File: config.mk
export PLATFORM = sky130hd
export DESIGN_NAME = mux_4_1_rr_arb
export DESIGN_NICKNAME = d
export VERILOG_FILES = /design/src/rtl/mux_4_1_rr_pkg.sv /design/src/rtl/rr_pick4.sv /design/src/rtl/mux_4_1_rr_arb.sv
export SDC_FILE = /design/constraint.sdc
export NUM_CORES = 1
export LEC_CHECK = 0
export CORE_MARGIN = 1.5
export CORE_UTILIZATION = 45
export CTS_BUF_LIST = sky130_fd_sc_hd__clkbuf_2
export DETAILED_ROUTE_END_ITERATION = 10
export DONT_BUFFER_PORTS = 1
export GPL_ROUTABILITY_DRIVEN = 0
export HOLD_SLACK_MARGIN = 0.06
export PLACE_DENSITY_LB_ADDON = 0.05
export SLEW_MARGIN = 10
export SYNTH_ARGS = -nofsm -noshare
export SYNTH_HDL_FRONTEND = slang
export SYNTH_SLANG_ARGS = --single-unit
File: constraint.sdc
create_clock -name clk -period 8.4 [get_ports clk]
set_input_delay 0.42 -clock clk [delete_from_list [all_inputs] [get_ports clk]]
set_output_delay 0.42 -clock clk [all_outputs]
set_load 0.02 [all_outputs]
File: src/rtl/mux_4_1_rr_pkg.sv
// Shared constants, state type and pointer helper for the 4:1 round-robin arbitrating mux.
package mux_4_1_rr_pkg;

  // Requester count is fixed at four; the select width follows from it.
  localparam int unsigned NUM_REQ       = 4;
  localparam int unsigned SEL_W         = 2;
  localparam int unsigned DEFAULT_WIDTH = 4;

  // Output slot occupancy: EMPTY means out_valid is low, FULL means it is high.
  typedef enum logic {
    EMPTY = 1'b0,
    FULL  = 1'b1
  } state_e;

  // Search pointer after granting requester g: the one just after it, wrapping 3 -> 0.
  function automatic logic [SEL_W-1:0] ptr_after(input logic [SEL_W-1:0] g);
    return g + 2'd1;
  endfunction

endpackage

File: src/rtl/rr_pick4.sv
// Cyclic priority picker: grants the first set request found starting at ptr and
// walking upward modulo four. Purely combinational.
module rr_pick4
  import mux_4_1_rr_pkg::*;
(
  input  logic [NUM_REQ-1:0] req,
  input  logic [SEL_W-1:0]   ptr,
  output logic [NUM_REQ-1:0] gnt,
  output logic [SEL_W-1:0]   gnt_idx
);

  logic             found;
  logic [SEL_W-1:0] cand;

  // Walk ptr, ptr+1, ... (2-bit add wraps naturally) and take the first requester seen.
  always_comb begin
    gnt     = '0;
    gnt_idx = '0;
    found   = 1'b0;
    cand    = '0;
    for (int k = 0; k < NUM_REQ; k++) begin
      cand = ptr + SEL_W'(k);
      if (!found && req[cand]) begin
        found        = 1'b1;
        gnt[cand]    = 1'b1;
        gnt_idx      = cand;
      end
    end
  end

endmodule

File: src/rtl/mux_4_1_rr_arb.sv
// Four-input round-robin arbitrating mux with a single registered output slot.
// The slot accepts a new transfer whenever it is empty or being drained this cycle,
// giving one transfer per cycle under sustained load.
module mux_4_1_rr_arb
  import mux_4_1_rr_pkg::*;
#(
  parameter int unsigned WIDTH = DEFAULT_WIDTH
) (
  input  logic                     clk,
  input  logic                     rst_n,
  input  logic [NUM_REQ*WIDTH-1:0] in_data,
  input  logic [NUM_REQ-1:0]       in_valid,
  output logic [NUM_REQ-1:0]       in_ready,
  output logic [WIDTH-1:0]         out_data,
  output logic [SEL_W-1:0]         out_sel,
  output logic                     out_valid,
  input  logic                     out_ready
);

  state_e           state_q, state_d;
  logic [SEL_W-1:0] ptr_q, ptr_d;
  logic [WIDTH-1:0] out_data_q, out_data_d;
  logic [SEL_W-1:0] out_sel_q, out_sel_d;

  logic [NUM_REQ-1:0] gnt;
  logic [SEL_W-1:0]   gnt_idx;
  logic               slot_open;
  logic               xfer;
  logic [WIDTH-1:0]   lane [NUM_REQ];

  // Split the flat input bus into per-requester lanes.
  always_comb begin
    for (int i = 0; i < NUM_REQ; i++) begin
      lane[i] = in_data[i*WIDTH +: WIDTH];
    end
  end

  rr_pick4 u_pick (
    .req     (in_valid),
    .ptr     (ptr_q),
    .gnt     (gnt),
    .gnt_idx (gnt_idx)
  );

  // Slot can take a new word when empty or being drained; reset also blocks handshakes
  // since the state is EMPTY throughout reset and would otherwise look open.
  always_comb begin
    slot_open = rst_n && ((state_q == EMPTY) || out_ready);
    in_ready  = slot_open ? gnt : '0;
    xfer      = |in_ready;
  end

  // Next-state: load on a transfer, go empty on a drain with nothing to replace it,
  // otherwise hold everything (including ptr, which only moves on a transfer).
  always_comb begin
    state_d    = state_q;
    ptr_d      = ptr_q;
    out_data_d = out_data_q;
    out_sel_d  = out_sel_q;
    if (xfer) begin
      state_d    = FULL;
      ptr_d      = ptr_after(gnt_idx);
      out_data_d = lane[gnt_idx];
      out_sel_d  = gnt_idx;
    end else if ((state_q == FULL) && out_ready) begin
      state_d = EMPTY;
    end
  end

  // State registers; reset clears the slot immediately, without waiting for a clock.
  always_ff @(posedge clk or negedge rst_n) begin
    if (!rst_n) begin
      state_q    <= EMPTY;
      ptr_q      <= '0;
      out_data_q <= '0;
      out_sel_q  <= '0;
    end else begin
      state_q    <= state_d;
      ptr_q      <= ptr_d;
      out_data_q <= out_data_d;
      out_sel_q  <= out_sel_d;
    end
  end

  // Outputs come straight from the registers.
  always_comb begin
    out_valid = (state_q == FULL);
    out_data  = out_data_q;
    out_sel   = out_sel_q;
  end

endmodule
Yosys cells after proc, flatten, opt, wreduce, memory -nomap -nowiden

Cells that the tools add are included.

Register bits after elaboration: 9
Bits of input ports: 23
Output and inout bits: 11
Word-level logic and storage cells: 70

Add/sub/neg operators: 4
Order comparisons: 9
Multiplexer cells: 33
Bitwise logic cells: 5
Reductions and logical operators: 15

Operators with widths:

| cell                                                 | count |
|---|---|
| 2-to-1 mux 4 bit                                     | 7 |
| 2-to-1 mux 1 bit                                     | 13 |
| < comparator 2 x 3 -> 1 bit (second input constant)  | 4 |
| bitwise OR 4 bit                                     | 3 |
| logical AND 1 bit                                    | 9 |
| binary-select mux 1 bit (select 2 bit)               | 4 |
| binary-select mux 4 bit (select 2 bit)               | 1 |
| demux 1 bit (select 2 bit)                           | 4 |
| >= comparator 2 x 1 -> 1 bit (second input constant) | 4 |
| 2-to-1 mux 2 bit                                     | 4 |
| adder 2 x 1 -> 2 bit (second input constant)         | 2 |
| adder 2 bit (second input constant)                  | 2 |
| OR reduction 4 bit                                   | 1 |
| >= comparator 3 bit (second input constant)          | 1 |
| logical NOT 1 bit                                    | 3 |
| inverter 2 -> 3 bit                                  | 1 |
| nonzero test 2 bit                                   | 1 |
| logical OR 1 bit                                     | 1 |
| inverter 1 bit                                       | 1 |

Longest topological paths before layout

Gate-level depths: netlist (run 1).

Word-level depth: 16
Depth in mapped cells: 11
Gate-level depth less buffers: 9

Cells and area by module

From an unflattened synthesis (run 1), not the netlist that was laid out.

Cell total of the unflattened synthesis: 97
Area, all modules: 975.9 sq um

Modules (own cells, without submodules):

| module         | times used | cells an instance | area an instance (sq um) | seq. area each (sq um) |
|---|---|---|---|---|
| rr_pick4       | 1          | 65                | 489.2                    | 0.0 |
| mux_4_1_rr_arb | 1          | 32                | 486.7                    | 225.2 |

Worst setup path after synthesis (run 1)

Ideal clock, no wire load.

Path type: reg-to-reg
Start: reg ptr_q[0]
End: reg out_data_q[0], in the netlist out_data[0]
Library setup time: 0.125 ns
Arrival time: 3.147 ns
Data required time: 8.275 ns
Setup slack: 5.129 ns
Stages on the path, launching flop included: 11
Path buffers: 1
Clock period less this slack: 3.271 ns
Cell sequence: dfrtp_1 buf_6 inv_1 ha_1 or3_1 or4b_2 o311ai_1 nor2b_1 a221o_1 nor4_4 mux2_2

Elaborated cells between the ends (all ways): 57
Classes of those cells: add/sub (3); order compare (8); mux (31); bitwise (4); reduce/logical (11)

RTL lines:

| item                                                                 | line                 | source |
|---|---|---|
| start: declaration                                                   | mux_4_1_rr_arb.sv:21 | `logic [SEL_W-1:0] ptr_q, ptr_d;` |
| start signal: assignment                                             | mux_4_1_rr_arb.sv:79 | `ptr_q <= ptr_d;` |
| branches (longest 11 deep; another with < comparator 2 x 3 -> 1 bit) | -                    |  |
| 2-to-1 mux 4 bit *                                                   | rr_pick4.sv:23       | `if (!found && req[cand]) begin` |
| 2-to-1 mux 4 bit *                                                   | mux_4_1_rr_arb.sv:49 | `in_ready = slot_open ? gnt : '0;` |
| named net in_ready[2]                                                | mux_4_1_rr_arb.sv:13 | `output logic [NUM_REQ-1:0] in_ready,` |
| OR reduction 4 bit *                                                 | mux_4_1_rr_arb.sv:50 | `xfer = \|in_ready;` |
| end signal: assignment                                               | mux_4_1_rr_arb.sv:80 | `out_data_q <= out_data_d;` |
| end: declaration                                                     | mux_4_1_rr_arb.sv:22 | `logic [WIDTH-1:0] out_data_q, out_data_d;` |

Mark *: on every way through the listed nets, which the timed path passes. The select of a mux whose other input is x is not followed.
A chain may end at the register's enable or synchronous reset.

Final worst setup path (run 1)

Start: reg ptr_q[0]
End: out in_ready[1]

Cells in the longest elaborated chain, start to end: 13
Elaborated cells between the ends (all ways): 48
Classes of those cells: add/sub (3); order compare (8); mux (24); bitwise (3); reduce/logical (10)

Ends and longest elaborated chain:

| item                                                                 | line |
|---|---|
| branches (longest 11 deep; another with < comparator 2 x 3 -> 1 bit) | - |
| 2-to-1 mux 4 bit *                                                   | rr_pick4.sv:23 |
| 2-to-1 mux 4 bit *                                                   | mux_4_1_rr_arb.sv:49 |
| end: declaration                                                     | mux_4_1_rr_arb.sv:13 |

Every way passes the cells marked *. The select of a mux whose other input is x is not followed.

==> impl_metrics.json, run 1 <==
{
  "status": "completed",
  "p_leak_uw": 0.000442,
  "syn_area_um2": 912,
  "async_flop_share_pct": 100,
  "fillers": 194,
  "areaGrowthSynthToFinish_pct": 4.94,
  "initial_core_util_pct": 47.0,
  "vias_per_cell": 6.18,
  "cts.sinks": 9,
  "vias": 711,
  "syn-num-nets": 116,
  "final_hold_viol_count": 0,
  "hold_ws_ns": 0.357,
  "worstHoldStart": "out_ready",
  "finalMaxSlewViolations": 0,
  "p_int_uw": 233,
  "ys.flop_type": "dfrtp_1",
  "num_io_pins": 34,
  "worst_clock_skew_ns": 0.00787,
  "timing.fmax_ghz": 0.266,
  "grt_pass1_wl_mm": 2.61,
  "syn_avg_cell_area_um2": 10.6,
  "drt-total-wl_mm": 1.89,
  "crit_required_ns": 7.98,
  "synth_top_area_share_pct": 24.7,
  "worst_path_max_delay_cell": "dfrtp_1",
  "post-route-period-util_pct": 44.8,
  "rrSetupSlack_ns": 4.74,
  "timing.critical_path.buf_inv": 1,
  "synth_area_leaders": "dfrtp_1 (25%), mux2i_1 (16%), ha_1 (9.6%)",
  "ant_nets": 0,
  "drc_errors": 0,
  "ir_worst_vdd_mv": 0.257,
  "min_path_type": "input pin to flop",
  "ys_types": 30,
  "clk_latency_ns": 0.24,
  "clk_pin_slew_ns": 0.09,
  "finalInstanceArea_um2": 957,
  "holdPathStages": 2,
  "htreeDepth": 1,
  "clockPowerShare_pct": 6.0,
  "ys_warn_count": 0,
  "dp.final_hpwl_mm": 1.44,
  "tns_ns": 0,
  "startpoint": "ptr_q[0]$_DFFE_PN0P_",
  "tightest_slew_ns": 1.10,
  "cts_buffers": 3,
  "grt_pass1_vias": 571,
  "setup_viol": 0,
  "critPathKind": "flop to primary output",
  "cp_slowest_stage_delay_ns": 0.66,
  "grt_max_degree": 16,
  "synth_most_common_cell": "mux2i_1",
  "hold_path_end": "out_valid$_DFFE_PN0P_",
  "io_buffers": 0,
  "reg2regPathDepth": 9,
  "root_buffer": "clkbuf_2",
  "worstReg2RegEnd": "out_sel[0]$_DFFE_PN0P_",
  "ys_seq_elements": 9,
  "yosysSeqAreaShare_pct": 24.7,
  "critPathCaptureType": "primary output",
  "dp_cells": 110,
  "postSynthCellCount": 86,
  "grtUsageTotal_pct": 16.1,
  "die_h_um": 48.0,
  "max_cap_violations": 0,
  "dieArea_mm2": 0.00231,
  "drt_pass1_iterations": 4,
  "synth_area_leader_cell": "dfrtp_1",
  "nets": 119,
  "combPwrFrac_pct": 67.3,
  "path_delay_family": "simple AND/OR/NAND/NOR gates",
  "arrival_ns": 3.34,
  "cp-start-kind": "flop",
  "core-area_mm2": 0.00194,
  "slew_headroom_pct": 26.5,
  "worstPathCellList": "inv_1, ha_1, or3_1, or4b_2, o311ai_1, nor2b_1, a221o_1",
  "critPathMaxFanout": 15,
  "grt_antenna_before_repair": 0,
  "synth_edf_count": 0,
  "drive_gt1_share_pct": 18.2,
  "die_width_um": 48.0,
  "rsz0062_at_grt": "no",
  "row_count": 16,
  "drt_iter0_drc": 8,
  "placed_cell_area_um2": 927,
  "r2r_start": "ptr_q[0]$_DFFE_PN0P_",
  "p_seq_share_pct": 26.6,
  "switching_share_pct": 48.4,
  "power_density_mw_per_mm2": 473,
  "tritoncts": "built",
  "clock_path_buffers": 2,
  "p_switching_uw": 219,
  "antenna_cells": 0,
  "grt-ovfl-total": 0,
  "synth_common_cells": "mux2i_1 (15), dfrtp_1 (9), ha_1 (7)",
  "wl_per_cell_um": 16.4,
  "fin_crit_ns": 3.76,
  "instances_no_fill": 115
}
[layout by cell type, fill, tap and decap left out, drive strengths merged, types with 2 or more instances in the layout]
cell type  count
dfrtp          9
inv            3
clkbuf         4
mux2           6
ha             7
nand2b         6
nor2           5
nor2b          2
nand3          2
nand2          4
mux4           3
a221o          4
a22oi          4
mux2i         15
[per-layer routing]
layer  global-route usage (%)  vias to the layer above  routed length [um]
met5                        0                        -                   0
met4                     1.62                        0                   0
met3                     4.91                        0                 105
met2                     22.9                       21                 933
met1                     24.7                      357                 853
li1                         -                      333                   -
[power by group through the flow]
stage	registers, uW	clock network, uW	logic [uW]
after floorplan	109	0	274
after global placement	121	0	305
after detailed placement	122	0	305
after CTS	121	28.9	307
after global routing	126	30.4	336
final	120	27.3	305
[sequential cells by signal (all words and copies together) (netlist names)]
signal and flops:
out_sel 2, out_valid 1, ptr_q 2, out_data 4
[cell families after synthesis]
family | count (synthesis) | synth area share [%]
adder cells (fa/ha/maj) | 7 | 9.60
AND/OR/NAND/NOR | 25 | 17.6
buffers and inverters | 6 | 3.29
AO/OA/AOI/OAI | 14 | 12.6
multiplexers | 24 | 31.3
XOR/XNOR | 1 | 0.960
flip-flops | 9 | 24.7
[repair_timing]
item                                    in CTS  in global routing
hold endpoints to repair                     9                  0
gates resized for setup                      0                  0
buffers inserted                             0                  0
endpoints found under the setup margin       0                  0
hold buffers                                 1                  0
[metrics by stage]
stage / utilization [%] / power [uW] / setup WS [ns]
after floorplan: - / 384 / 5.13
after global placement: 47.7 / 427 / 4.76
after detailed placement: 47.7 / 427 / 4.72
after CTS: 49.3 / 457 / 4.60
after global routing: 49.3 / 493 / 4.39
final: 49.3 / 452 / 4.64
[cell type report]
type / instances / area [um2] / area share, %
Inverter: 3 / 11.3 / 1.18
Timing Repair Buffer: 1 / 10.0 / 1.05
Multi-Input combinational cell: 71 / 657 / 68.6
Tap cell: 27 / 33.8 / 3.53
Sequential cell: 9 / 225 / 23.5
Clock buffer: 4 / 20.0 / 2.09
[worst max-delay path by stage]
stage | cells after the start | slack (ns) | to
floorplan | 10 | 5.13 | out_data[0]$_DFFE_PN0P_
global placement | 9 | 4.76 | out_data[0]$_DFFE_PN0P_
detailed placement | 9 | 4.72 | out_data[1]$_DFFE_PN0P_
CTS | 7 | 4.60 | in_ready[1]
global route | 7 | 4.39 | in_ready[1]
finish | 7 | 4.64 | in_ready[1]
Note: power is estimated with default switching activity, not from simulation.
==> run 2: changes to the inputs <==
--- a/config.mk
+++ b/config.mk
@@ -5,6 +5,7 @@
 export SDC_FILE = /design/constraint.sdc
 export NUM_CORES = 1
 export LEC_CHECK = 0
+export ABC_AREA = 1
 export CORE_MARGIN = 1.5
 export CORE_UTILIZATION = 45
 export CTS_BUF_LIST = sky130_fd_sc_hd__clkbuf_2
==> constraint.sdc (replaced) <==
create_clock -name clk -period 3.3 [get_ports clk]
set_input_delay 0.165 -clock clk [delete_from_list [all_inputs] [get_ports clk]]
set_output_delay 0.165 -clock clk [all_outputs]
set_load 0.02 [all_outputs]
==> impl_metrics.json, run 2 <==
{
  "arrival_ns": 2.34,
  "wl_met3_um": 160,
  "ys_types": 21,
  "post-route-period-util_pct": 76.0,
  "synth_top_area_share_pct": 20.5,
  "timing.critical_path.buf_inv": 3,
  "postSynthCellCount": 167,
  "worstPathCellList": "inv_4, ha_1, inv_1, nand3_1, nand2_1, nor2_2, a21boi_0, nand3_1, nand2_1, inv_1",
  "syn_avg_cell_area_um2": 6.59,
  "reg2regPathDepth": 14,
  "initial_core_util_pct": 48.8,
  "async_flop_share_pct": 100,
  "die_h_um": 52.4,
  "clk_pin_slew_ns": 0.08,
  "routed-wl-met2_um": 958,
  "rsz0062_at_grt": "no",
  "grt_pass1_vias": 900,
  "clock_path_buffers": 2,
  "layout_commonest_cell": "nand2_1",
  "crit_required_ns": 3.13,
  "ys_seq_elements": 9,
  "critPathMaxFanout": 12,
  "die_width_um": 52.4,
  "tightest_slew_ns": 0.481,
  "finalMaxSlewViolations": 0,
  "nets": 201,
  "setup_viol": 0,
  "highest_layer": "met3",
  "slew_headroom_pct": 68.0,
  "met1_length_mm": 1.10,
  "cp_slowest_stage_delay_ns": 0.65,
  "worst_path_max_delay_cell": "dfrtp_1",
  "synth_edf_count": 0,
  "grt-ovfl-total": 0,
  "ant_nets": 0,
  "grt_pass1_wl_mm": 3.88,
  "areaGrowthSynthToFinish_pct": 3.75,
  "cp-start-kind": "flop",
  "critPathKind": "flop to primary output",
  "post_cts_buffers": 0,
  "dieArea_mm2": 0.00275,
  "tritoncts": "built",
  "r2r_start": "ptr_q[0]$_DFFE_PN0P_",
  "synth_area_leaders": "dfrtp_1 (20%), nand2_1 (18%), nand3_1 (11%)",
  "synth_most_common_cell": "nand2_1",
  "ys_warn_count": 0,
  "num_io_pins": 34,
  "worstReg2RegEnd": "out_data[0]$_DFFE_PN0P_",
  "largest_register_ffs": 4,
  "drive_gt1_share_pct": 17.6,
  "grtUsageTotal_pct": 18.1,
  "path_delay_family": "flip-flops",
  "drt-total-wl_mm": 2.22,
  "min_path_type": "input pin to flop",
  "tns_ns": 0,
  "timing.fmax_ghz": 0.399,
  "syn_area_mm2": 0.00110,
  "critPathCaptureType": "primary output",
  "fillers": 243,
  "vias": 1029,
  "io_buffers": 0,
  "synth_common_cells": "nand2_1 (53), nand3_1 (24), inv_1 (20)",
  "row_count": 17,
  "root_buffer": "clkbuf_2",
  "status": "completed",
  "max_cap_violations": 0,
  "cts_hold_buf": 2,
  "cts_buffers": 3,
  "layout.cells.most_common_list": "nand2_1 (53), nand3_1 (24), inv_1 (20)",
  "antenna_cells": 0,
  "drt_iter0_drc": 14,
  "startpoint": "ptr_q[0]$_DFFE_PN0P_",
  "wl_per_cell_um": 11.2,
  "grt_max_degree": 16,
  "cts.sinks": 9,
  "final_hold_viol_count": 0,
  "htreeDepth": 1,
  "grt_antenna_before_repair": 0,
  "fin_crit_ns": 2.51,
  "dp.final_hpwl_mm": 1.76,
  "cp-endpoint": "in_ready[1]",
  "rrSetupSlack_ns": 0.93,
  "core-area_mm2": 0.00225,
  "drt_pass1_iterations": 4,
  "ys.flop_type": "dfrtp_1",
  "drc_errors": 0,
  "worst_clock_skew_ns": 0.00237,
  "yosysSeqAreaShare_pct": 20.5,
  "vias_per_cell": 5.20,
  "cts_resized": 0,
  "cp_num_cells": 10,
  "syn-num-nets": 197,
  "clk_latency_ns": 0.25,
  "synth_area_leader_cell": "dfrtp_1"
}
## run 2: cell types whose count changed after synthesis, moves of 5 or more
cell	previous run	this run
nand3_1	2	24
nand2b_1	6	0
o21ai_1	0	6
inv_1	3	20
nand2_2	0	9
mux2i_1	15	0
mux2_2	6	0
nand2_1	4	53
a21boi_0	0	5
## run 2: cell families after synthesis
family          Yosys count  share of synthesized area [%]
xor+xnor                  1                          0.797
buf+inv                  27                           11.5
compound gates           16                           8.65
simple gates            107                           50.6
flops                     9                           20.5
fa+ha+maj                 7                           7.96
## run 2: layer usage
layer,global-route usage (%),vias up
met5,0,-
met4,2.56,0
met3,3.43,0
met2,29.6,44
met1,25.3,453
li1,-,532
## run 2: how the worst min path moves through the flow
stage,start,end,slack [ns],cells after the start
after global routing,in_data[15],out_data[3]$_DFFE_PN0P_,0.23,4
after floorplan,rst_n,out_data[0]$_DFFE_PN0P_,-0.13,0
after detailed placement,rst_n,out_data[0]$_DFFE_PN0P_,-0.13,0
final,in_data[15],out_data[3]$_DFFE_PN0P_,0.21,4
after global placement,rst_n,out_data[0]$_DFFE_PN0P_,-0.13,0
after CTS,in_data[15],out_data[3]$_DFFE_PN0P_,0.20,4
## run 2: metrics by stage
step,worst slack (ns),hold WS [ns],cell area [um2],utilization (%),instances
after floorplan,1.28,-0.131,1100,-,167
after global placement,1.02,-0.130,1100,48.8,192
after detailed placement,0.952,-0.130,1100,48.8,192
after CTS,0.792,0.202,1140,50.6,198
after global routing,0.528,0.230,1140,50.6,198
final,0.792,0.206,1140,50.6,198
## run 2: cell type report
cell class | count | area, um2 | share of cell area [%]
inverters | 24 | 92.6 | 8.11
repair buffers | 2 | 20.0 | 1.75
well taps | 28 | 35.0 | 3.07
flip-flops and latches | 9 | 225 | 19.7
multi-input cells | 131 | 748 | 65.6
clock buffers | 4 | 20.0 | 1.75
## run 2: tightest hold or removal path: stages
cell and delay, ns:
nor2_1 0.08, o21ai_1 0.08, nand2_1 0.06, nand2_1 0.04
Power of run 2 is left out: the tool's default activity adds up to more than one toggle a clock period on the data nets, which glitch-free logic cannot reach.
